--- src/rtl/symb_packer_pkg.sv ---
// Shared constants, FSM state type and qam saturation helper for the symbol packer.
package symb_packer_pkg;

    localparam int cQAM_MAX = 10;
    localparam int cDAT_W   = 8;

    typedef enum logic [1:0] {
        IDLE  = 2'd0,
        RUN   = 2'd1,
        FLUSH = 2'd2
    } state_t;

    // A qam of 0 would never emit, so it is promoted to 1; anything wider than the mapper is clipped.
    function automatic logic [3:0] sat_qam(input logic [3:0] q);
        if (q == 4'd0) begin
            return 4'd1;
        end else if (q > 4'(cQAM_MAX)) begin
            return 4'(cQAM_MAX);
        end
        return q;
    endfunction

endpackage

--- src/rtl/symb_packer_if.sv ---
// Byte-in / symbol-out bus of the symbol packer.
// Handshake: a byte transfers on a clock edge where ival & ordy are both high (and the block is
// clock-enabled); the output side has no ready, each oval pulse is one symbol the sink must take.
interface symb_packer_if #(
    parameter int pDAT_W = 8,
    parameter int pSYM_W = 10
);
    logic              isop;
    logic              ival;
    logic              ieop;
    logic [3:0]        iqam;
    logic [pDAT_W-1:0] idat;
    logic              ordy;
    logic              osop;
    logic              oval;
    logic              oeop;
    logic [3:0]        oqam;
    logic [pSYM_W-1:0] odat;

    modport master (
        output isop, ival, ieop, iqam, idat,
        input  ordy, osop, oval, oeop, oqam, odat
    );

    modport slave (
        input  isop, ival, ieop, iqam, idat,
        output ordy, osop, oval, oeop, oqam, odat
    );
endinterface

--- src/rtl/symb_packer.sv ---
// Repacks a framed byte stream into qam-bit symbols, LSB first, with a bit accumulator.
// FSM state is exported on ostate for observation.
module symb_packer
    import symb_packer_pkg::*;
#(
    parameter int pDAT_W = cDAT_W,
    parameter int pSYM_W = cQAM_MAX,
    parameter int pACC_W = 18
) (
    input  logic           iclk,
    input  logic           ireset,
    input  logic           iclkena,
    symb_packer_if.slave   bus,
    output state_t         ostate
);

    localparam int cCNT_W = $clog2(pACC_W + 1);

    state_t              r_state;
    logic [pACC_W-1:0]   r_acc;
    logic [cCNT_W-1:0]   r_cnt;
    logic [3:0]          r_qam;
    logic                r_sop_pend;
    logic                r_osop;
    logic                r_oval;
    logic                r_oeop;
    logic [pSYM_W-1:0]   r_odat;

    logic [cCNT_W-1:0]   w_qam;
    logic                w_emit;
    logic [pACC_W-1:0]   w_acc_sh;
    logic [cCNT_W-1:0]   w_cnt_sh;
    logic                w_ordy;
    logic                w_accept;
    logic                w_start;
    logic                w_take;
    logic                w_last;
    logic [pACC_W-1:0]   w_byte;
    logic [pSYM_W-1:0]   w_mask;
    logic [pSYM_W-1:0]   w_sym;
    state_t              w_state_nxt;
    logic [pACC_W-1:0]   w_acc_nxt;
    logic [cCNT_W-1:0]   w_cnt_nxt;

    assign w_qam    = cCNT_W'(r_qam);
    assign w_emit   = ((r_state == RUN) && (r_cnt >= w_qam)) ||
                      ((r_state == FLUSH) && (r_cnt != '0));
    assign w_acc_sh = w_emit ? (r_acc >> r_qam) : r_acc;
    // A short final symbol in FLUSH is zero padded, so the count saturates at 0.
    assign w_cnt_sh = w_emit ? ((r_cnt > w_qam) ? (r_cnt - w_qam) : '0) : r_cnt;

    assign w_ordy   = (r_state != FLUSH) && (w_cnt_sh <= cCNT_W'(pACC_W - pDAT_W));
    assign w_accept = bus.ival && w_ordy;
    assign w_start  = w_accept && bus.isop;
    assign w_take   = w_accept && !bus.isop && (r_state == RUN);
    assign w_last   = w_emit && (r_state == FLUSH) && (w_cnt_sh == '0);
    assign w_byte   = {{(pACC_W - pDAT_W){1'b0}}, bus.idat};

    assign w_mask   = {pSYM_W{1'b1}} >> (pSYM_W - int'(r_qam));
    assign w_sym    = r_acc[pSYM_W-1:0] & w_mask;

    always_comb begin
        w_state_nxt = r_state;
        w_acc_nxt   = w_acc_sh;
        w_cnt_nxt   = w_cnt_sh;
        if (w_start) begin
            // A sop restarts the accumulator, which also aborts any frame in progress.
            w_acc_nxt   = w_byte;
            w_cnt_nxt   = cCNT_W'(pDAT_W);
            w_state_nxt = bus.ieop ? FLUSH : RUN;
        end else if (w_take) begin
            w_acc_nxt = w_acc_sh | (w_byte << w_cnt_sh);
            w_cnt_nxt = w_cnt_sh + cCNT_W'(pDAT_W);
            if (bus.ieop) begin
                w_state_nxt = FLUSH;
            end
        end else if (w_last) begin
            w_state_nxt = IDLE;
        end
    end

    always_ff @(posedge iclk or posedge ireset) begin
        if (ireset) begin
            r_state    <= IDLE;
            r_acc      <= '0;
            r_cnt      <= '0;
            r_qam      <= '0;
            r_sop_pend <= 1'b0;
            r_osop     <= 1'b0;
            r_oval     <= 1'b0;
            r_oeop     <= 1'b0;
            r_odat     <= '0;
        end else if (iclkena) begin
            r_state    <= w_state_nxt;
            r_acc      <= w_acc_nxt;
            r_cnt      <= w_cnt_nxt;
            r_oval     <= w_emit;
            if (w_start) begin
                r_qam <= sat_qam(bus.iqam);
            end
            // A symbol emitted in the same cycle as a new sop still belongs to the old frame.
            r_sop_pend <= w_start || (r_sop_pend && !w_emit);
            if (w_emit) begin
                r_odat <= w_sym;
                r_osop <= r_sop_pend;
                r_oeop <= w_last;
            end else begin
                r_osop <= 1'b0;
                r_oeop <= 1'b0;
            end
        end
    end

    assign bus.ordy = w_ordy;
    assign bus.osop = r_osop;
    assign bus.oval = r_oval;
    assign bus.oeop = r_oeop;
    assign bus.oqam = r_qam;
    assign bus.odat = r_odat;
    assign ostate   = r_state;

endmodule

--- src/flat_wrapper.sv ---
// flat-port wrapper written by rule: the top's interface ports become plain ports
module symb_packer_flat import symb_packer_pkg::*;
#(
    parameter int pDAT_W = cDAT_W,
    parameter int pSYM_W = cQAM_MAX,
    parameter int pACC_W = 18
)
  (iclk, ireset, iclkena, ostate, bus_isop, bus_ival, bus_ieop, bus_iqam, bus_idat, bus_ordy, bus_osop, bus_oval, bus_oeop, bus_oqam, bus_odat);
  symb_packer_if #(.pDAT_W(pDAT_W), .pSYM_W(pSYM_W)) bus_i ();
  input  logic iclk;
  input  logic ireset;
  input  logic iclkena;
  output state_t ostate;
  input wire logic [$bits(bus_i.isop)-1:0] bus_isop;
  input wire logic [$bits(bus_i.ival)-1:0] bus_ival;
  input wire logic [$bits(bus_i.ieop)-1:0] bus_ieop;
  input wire logic [$bits(bus_i.iqam)-1:0] bus_iqam;
  input wire logic [$bits(bus_i.idat)-1:0] bus_idat;
  output wire logic [$bits(bus_i.ordy)-1:0] bus_ordy;
  output wire logic [$bits(bus_i.osop)-1:0] bus_osop;
  output wire logic [$bits(bus_i.oval)-1:0] bus_oval;
  output wire logic [$bits(bus_i.oeop)-1:0] bus_oeop;
  output wire logic [$bits(bus_i.oqam)-1:0] bus_oqam;
  output wire logic [$bits(bus_i.odat)-1:0] bus_odat;
  assign bus_i.isop = bus_isop;
  assign bus_i.ival = bus_ival;
  assign bus_i.ieop = bus_ieop;
  assign bus_i.iqam = bus_iqam;
  assign bus_i.idat = bus_idat;
  assign bus_ordy = bus_i.ordy;
  assign bus_osop = bus_i.osop;
  assign bus_oval = bus_i.oval;
  assign bus_oeop = bus_i.oeop;
  assign bus_oqam = bus_i.oqam;
  assign bus_odat = bus_i.odat;
  symb_packer #(.pDAT_W(pDAT_W), .pSYM_W(pSYM_W), .pACC_W(pACC_W)) u_core (.iclk(iclk), .ireset(ireset), .iclkena(iclkena), .bus(bus_i), .ostate(ostate));
endmodule
--- config.mk ---
export PLATFORM = sky130hd
export DESIGN_NAME = symb_packer_flat
export DESIGN_NICKNAME = d
export VERILOG_FILES = /design/src/rtl/symb_packer_pkg.sv /design/src/rtl/symb_packer_if.sv /design/src/rtl/symb_packer.sv /design/src/flat_wrapper.sv
export SDC_FILE = /design/constraint.sdc
export NUM_CORES = 1
export LEC_CHECK = 0
export BUFFER_PORTS_ARGS = -buffer_cell sky130_fd_sc_hd__buf_4
export CAP_MARGIN = 0
export CORE_UTILIZATION = 35
export CTS_BUF_LIST = sky130_fd_sc_hd__clkbuf_4 sky130_fd_sc_hd__clkbuf_8 sky130_fd_sc_hd__clkbuf_16
export CTS_CLUSTER_DIAMETER = 150
export CTS_CLUSTER_SIZE = 8
export DETAILED_ROUTE_END_ITERATION = 12
export PLACE_DENSITY = 0.51
export SETUP_SLACK_MARGIN = 0.15
export SLEW_MARGIN = 5
export SYNTH_ARGS = -nofsm -noshare
export SYNTH_HDL_FRONTEND = slang
export SYNTH_SLANG_ARGS = --single-unit
--- constraint.sdc ---
create_clock -name iclk -period 4.6 [get_ports iclk]
set_input_delay 0.23 -clock iclk [delete_from_list [all_inputs] [get_ports iclk]]
set_output_delay 0.23 -clock iclk [all_outputs]
set_load 0.05 [all_outputs]
Word-level counts from Yosys, hierarchy flattened:

Index checks and enable logic that the tools add are counted.

* bits of input ports: 18
* output and inout bits: 20
* logic and storage cells: 67
* register bits: 43

* magnitude comparators: 4
* bitwise gates (word level): 2
* add/subtract/negate cells: 3
* reductions and logical operators: 21
* muxes and demuxes: 21
* equal/unequal tests: 4
* shift-type cells: 3

Operators by type and width (number)
* 18-bit two-way mux: 3
* 10-bit by 32-bit right shift with 10-bit output (first input constant): 1
* 5-bit two-way mux: 4
* 18-bit OR: 1
* 8-bit by 5-bit << shifter with 18-bit output: 1
* 18-bit by 4-bit right shift with 18-bit output: 1
* 4-bit two-way mux: 3
* 10-bit bitwise AND: 1
* 1-bit logical AND: 10
* 2-bit two-way mux: 5
* 1-bit two-way mux: 6
* 5-bit by 4-bit adder with 5-bit output (second input constant): 1
* 5-bit by 4-bit greater-or-equal comparator with 1-bit output: 1
* 5-bit by 4-bit > comparator with 1-bit output: 1
* 5-bit by 4-bit <= comparator with 1-bit output (second input constant): 1
* 5-bit logical NOT: 1
* 5-bit nonzero test: 1
* 4-bit by 4-bit subtractor with 5-bit output (first input constant): 1
* 5-bit by 4-bit subtractor with 5-bit output: 1
* 4-bit > comparator (second input constant): 1
* 4-bit logical NOT: 1
* 2-bit AND reduction: 2
* 3-bit by 2-bit inequality test with 1-bit output (second input constant): 1
* 3-bit AND reduction: 1
* other kinds (6): 8

Logic depth before layout (Yosys ltp):

* word-level depth: 11
* depth in mapped cells: 19
* gate-level depth less buffers: 14

Worst setup path before layout:

Ideal clock, no wire load.

* path type: reg-to-output
* start point: reg u_core.r_qam[1] (netlist: u_core.bus.oqam[1])
* end point: out bus_ordy
* data required time: 4.370 ns
* path buffers: 4
* data arrival time: 4.540 ns
* slack: -0.170 ns
* cell stages (with the launch flop): 16
* cell sequence: dfrtp_1 > clkbuf_1 > buf_2 > buf_2 > inv_1 > ha_1 > nand2b_1 > a21bo_4 > a31o_1 > buf_4 > and3_1 > nor2_2 > inv_2 > ha_1 > o211a_1 > nor3_1

* longest elaborated chain between the ends: 6
* elaborated cells on any way between the ends: 9
* classes of those cells: add/sub: 1; order compare: 3; mux: 2; reduce/logical: 3

Ends and longest elaborated chain
* start: declaration: line symb_packer.sv:22 `logic [3:0] r_qam;`
* start signal: assignment: line symb_packer.sv:99 `r_qam <= sat_qam(bus.iqam);`
* 5-bit by 4-bit greater-or-equal comparator with 1-bit output: line symb_packer.sv:46 `assign w_emit = ((r_state == RUN) && (r_cnt >= w_qam)) ||`
* 1-bit logical AND: line symb_packer.sv:46
* 1-bit logical OR: line symb_packer.sv:46
* 5-bit two-way mux (*): line symb_packer.sv:50 `assign w_cnt_sh = w_emit ? ((r_cnt > w_qam) ? (r_cnt - w_qam) : '0) : r_cnt;`
* 5-bit by 4-bit <= comparator with 1-bit output (*): line symb_packer.sv:52 `assign w_ordy = (r_state != FLUSH) && (w_cnt_sh <= cCNT_W'(pACC_W - pDAT_W));`
* 1-bit logical AND (*): line symb_packer.sv:52
* end: declaration: line flat_wrapper.sv:19 `output wire logic [$bits(bus_i.ordy)-1:0] bus_ordy;`

Every way passes the cells marked *; elsewhere a longest branch is shown, timed or not.

Worst setup path after layout:

* start point: reg u_core.r_cnt[2]
* end point: reg u_core.r_acc[4]

* longest elaborated chain between the ends: 11
* elaborated cells on any way between the ends: 20
* classes of those cells: add/sub: 1; order compare: 3; shift: 1; mux: 5; bitwise: 1; reduce/logical: 9

Ends and longest elaborated chain
* start: declaration: line symb_packer.sv:21 `logic [cCNT_W-1:0] r_cnt;`
* start signal: assignment: line symb_packer.sv:96 `r_cnt <= w_cnt_nxt;`
* 5-bit by 4-bit greater-or-equal comparator with 1-bit output or 5-bit nonzero test (tied branches): line symb_packer.sv:46, symb_packer.sv:47
* 1-bit logical AND (on tied branches): line symb_packer.sv:46, symb_packer.sv:47
* 1-bit logical OR: line symb_packer.sv:46
* 5-bit two-way mux: line symb_packer.sv:50
* 5-bit by 4-bit <= comparator with 1-bit output: line symb_packer.sv:52
* 1-bit logical AND: line symb_packer.sv:52
* 1-bit logical AND: line symb_packer.sv:53 `assign w_accept = bus.ival && w_ordy;`
* 1-bit logical AND (2 in a row): line symb_packer.sv:55 `assign w_take = w_accept && !bus.isop && (r_state == RUN);`
* 18-bit two-way mux: line symb_packer.sv:71 `end else if (w_take) begin`
* 18-bit two-way mux (*): line symb_packer.sv:66 `if (w_start) begin`
* end signal: assignment: line symb_packer.sv:95 `r_acc <= w_acc_nxt;`
* end: declaration: line symb_packer.sv:20 `logic [pACC_W-1:0] r_acc;`

Marks and branches as above.
A chain may end at the register's enable or synchronous reset.

==> results.md <==
- Status: completed
- Synth Instances: 478
- Seq/Total Area, Yosys: 27.2%
- Distinct cells, synth: 75
- Fin crit period: 4.12 ns
- CTS Hold Bufs: 0
- Max Fclk: 242 MHz
- Die Wd: 108 um
- Top cells by area, synth: dfrtp_1, mux4_2, mux2i_1, a21oi_1, o21ai_0
- Startpoint class of the critical path: flop
- Die H: 108 um
- Synth Net Count: 503
- First-pass iteration count of the detailed router: 5
- Row Count: 38
- Syn. warnings: 0
- CP required: 4.76 ns
- Clk slew on worst S/H paths: 0.07 ns
- Type of element capturing the critical path: flop
- Actual slew at the worst max-slew pin: 0.923 ns
- DIE AREA: 0.0117 mm^2
- Post-CTS setup buffers: 0
- Port Buffer Count: 37
- Routability cong.: 0.937
- H-tree levels: 2
- First-pass GRT wire length: 21.9 mm
- Routed length per instance: 21.3 um
- Routed WL: 13.7 mm
- RSZ-0062 raised after global routing: false
- Mean area per synthesized cell: 8.26 um^2
- CTS max path bufs: 2
- Max stage delay on crit path: 0.50 ns
- Antenna cells: 0
- Reg-to-reg setup timing slack: 0.48 ns
- Worst reg2reg path depth: 13
- Initial Util: 36.1%
- Vias in the first global route: 3917
- Total negative slack: 0 ns
- CP max-delay cell: dfrtp_1
- Max-slew violations: 0
- CP Class: flop to flop
- Crit-path cells: ha_1 -> o21a_1 -> a21bo_4 -> a31o_1 -> nand2_1 -> nand2_1 -> a21oi_1 -> ha_1 -> o211ai_1 -> buf_4 -> and2_1 -> o21ai_1 -> a221o_1
- Num CTS Buffers: 5
- Post-route clock skew: 0.00798 ns
- Layout cells sized above 1: 19.1%
- Post-cts sizing count: 0
- Synthesized cell area: 0.00395 mm^2
- FF-to-FF Start: u_core.r_cnt[2]$_DFFE_PP0P_
- Io pins: 38
- Cell taking the most area after synthesis: dfrtp_1
- Worst Hold Class: input pin to asynchronous set/reset pin
- Vias per cell: 6.37
- Gr usage total: 24.3%
- Placement Setup Slack: 0.648 ns
- Post-DP HPWL: 10.2 mm
- Largest net degree at the start of global routing: 44
- Final Hold Viols: 0
- TritonCTS clock tree: built
- Buf+Inv Stages, Crit Path: 1
- DR DRC count: 0
- Root Buffer: clkbuf_16
- Ys async rst share: 100%
- Core Area: 0.0109 mm^2
- Layout Nets: 528
- Synth top area share: 27.2%
- Arrival time at the worst endpoint: 4.29 ns
- Post-synth EDFFs: 0
- Initial antenna violation count: 0
- Setup violators final: 0
- Critical path fanouts, max: 14
- Grt ovf: 0
- Max transition margin: 38.4%
- Reg-to-Reg End: u_core.r_acc[4]$_DFFE_PP0P_
- Seq cells post-synth: 43
- Crit-path leading delay family: compound AO/OA/AOI/OAI gates
- Final Cycle Share: 89.7%
- Final ANT Viol Nets: 0
- Area Overhead vs Synth: 14.5%
- DRT iter0 DRCs: 376
- CTS sink count: 43
- Post-synth top flop: dfrtp_1
- Via count: 4096
- Crit path from: u_core.r_cnt[2]$_DFFE_PP0P_
- Final worst slack: 0.475 ns
- Worst-skew pair later-pin latency: 0.28 ns
- Max-Cap Viols: 0
## cell families (layout without fill, tap and decap cells)
family / after synthesis / after routing / share of synthesized area (%)
mux: 34 / 34 / 11.6
simple gates: 163 / 163 / 20.8
fa+ha+maj: 7 / 7 / 2.41
flops: 43 / 43 / 27.2
buf+inv: 50 / 75 / 5.45
compound gates: 178 / 178 / 31.8
xor+xnor: 3 / 3 / 0.665
## Yosys cell counts (all sizes together) (7+ instances only)
library cell and count:
o211ai 7, nand4 11, a21oi 36, dfrtp 43
inv 16, nand2 46, mux2i 20, mux4 9
and3 10, a31oi 8, a211oi 20, nor2 35
nand2b 8, o21ai 40, clkbuf 19, nor3 15
buf 13, nand3 16
## state kept, by name, indices dropped and copies added (netlist names)
signal,cells
u_core.bus.osop,1
u_core.r_cnt,5
u_core.r_acc,18
u_core.bus.oqam,4
u_core.bus.oval,1
u_core.r_sop_pend,1
u_core.bus.oeop,1
u_core.ostate,2
u_core.bus.odat,10
## worst max-delay path by stage
stage	to	slack, ns	cells past startpoint
floorplan	bus_ordy	0.24	15
global placement	u_core.r_acc[13]$_DFFE_PP0P_	0.75	13
detailed placement	u_core.r_acc[4]$_DFFE_PP0P_	0.65	13
CTS	u_core.r_acc[4]$_DFFE_PP0P_	0.61	13
global route	u_core.r_acc[8]$_DFFE_PP0P_	0.23	13
finish	u_core.r_acc[4]$_DFFE_PP0P_	0.48	13
## metal layers
layer | wire length, um | global-route usage [%]
met5 | 0 | 0
met4 | 270 | 7.05
met3 | 880 | 2.89
met2 | 6360 | 39.2
met1 | 6160 | 34.1
## layout by cell type, fill, tap and decap left out, types with 4 or more instances in the layout
| cell type | instances |
|---|---|
| a31oi_1 | 7 |
| nand4_1 | 11 |
| mux2i_1 | 20 |
| nor2_1 | 31 |
| dfrtp_1 | 43 |
| mux2_2 | 5 |
| a211o_1 | 4 |
| o21ai_1 | 4 |
| buf_4 | 50 |
| or3_1 | 4 |
| o31ai_1 | 6 |
| a21o_1 | 4 |
| nor2b_1 | 4 |
| o21a_1 | 5 |
| nor3_1 | 12 |
| inv_1 | 14 |
| a211oi_1 | 19 |
| ha_1 | 6 |
| nand3_1 | 16 |
| o22ai_1 | 4 |
| and3_1 | 10 |
| a221o_1 | 6 |
| clkbuf_16 | 5 |
| nand2b_1 | 8 |
| mux4_2 | 9 |
| a21oi_1 | 35 |
| o21ai_0 | 35 |
| o211ai_1 | 7 |
| nand2_1 | 46 |
| o2111ai_1 | 4 |
## final cells by class
class,count,area [um^2]
inverters,18,67.6
fillers,1143,6410
clock buffers,5,125
clock inverters,2,37.5
flip-flops and latches,43,1080
well taps,140,175
multi-input cells,385,2670
repair buffers,50,375
## per-stage QoR
stage / hold WS [ns] / cell area (um^2) / util (%) / cells
2_1_floorplan: 0.378 / 3960 / - / 478
3_3_place_gp: 0.461 / 4360 / 39.9 / 636
3_5_place_dp: 0.465 / 4360 / 39.9 / 636
4_1_cts: 0.195 / 4520 / 41.4 / 643
5_1_grt: 0.217 / 4520 / 41.4 / 643
6_report: 0.152 / 4520 / 41.4 / 643
Power is not shown: default switching activity piles up to over one toggle a cycle in this logic, so the estimate is an artifact.
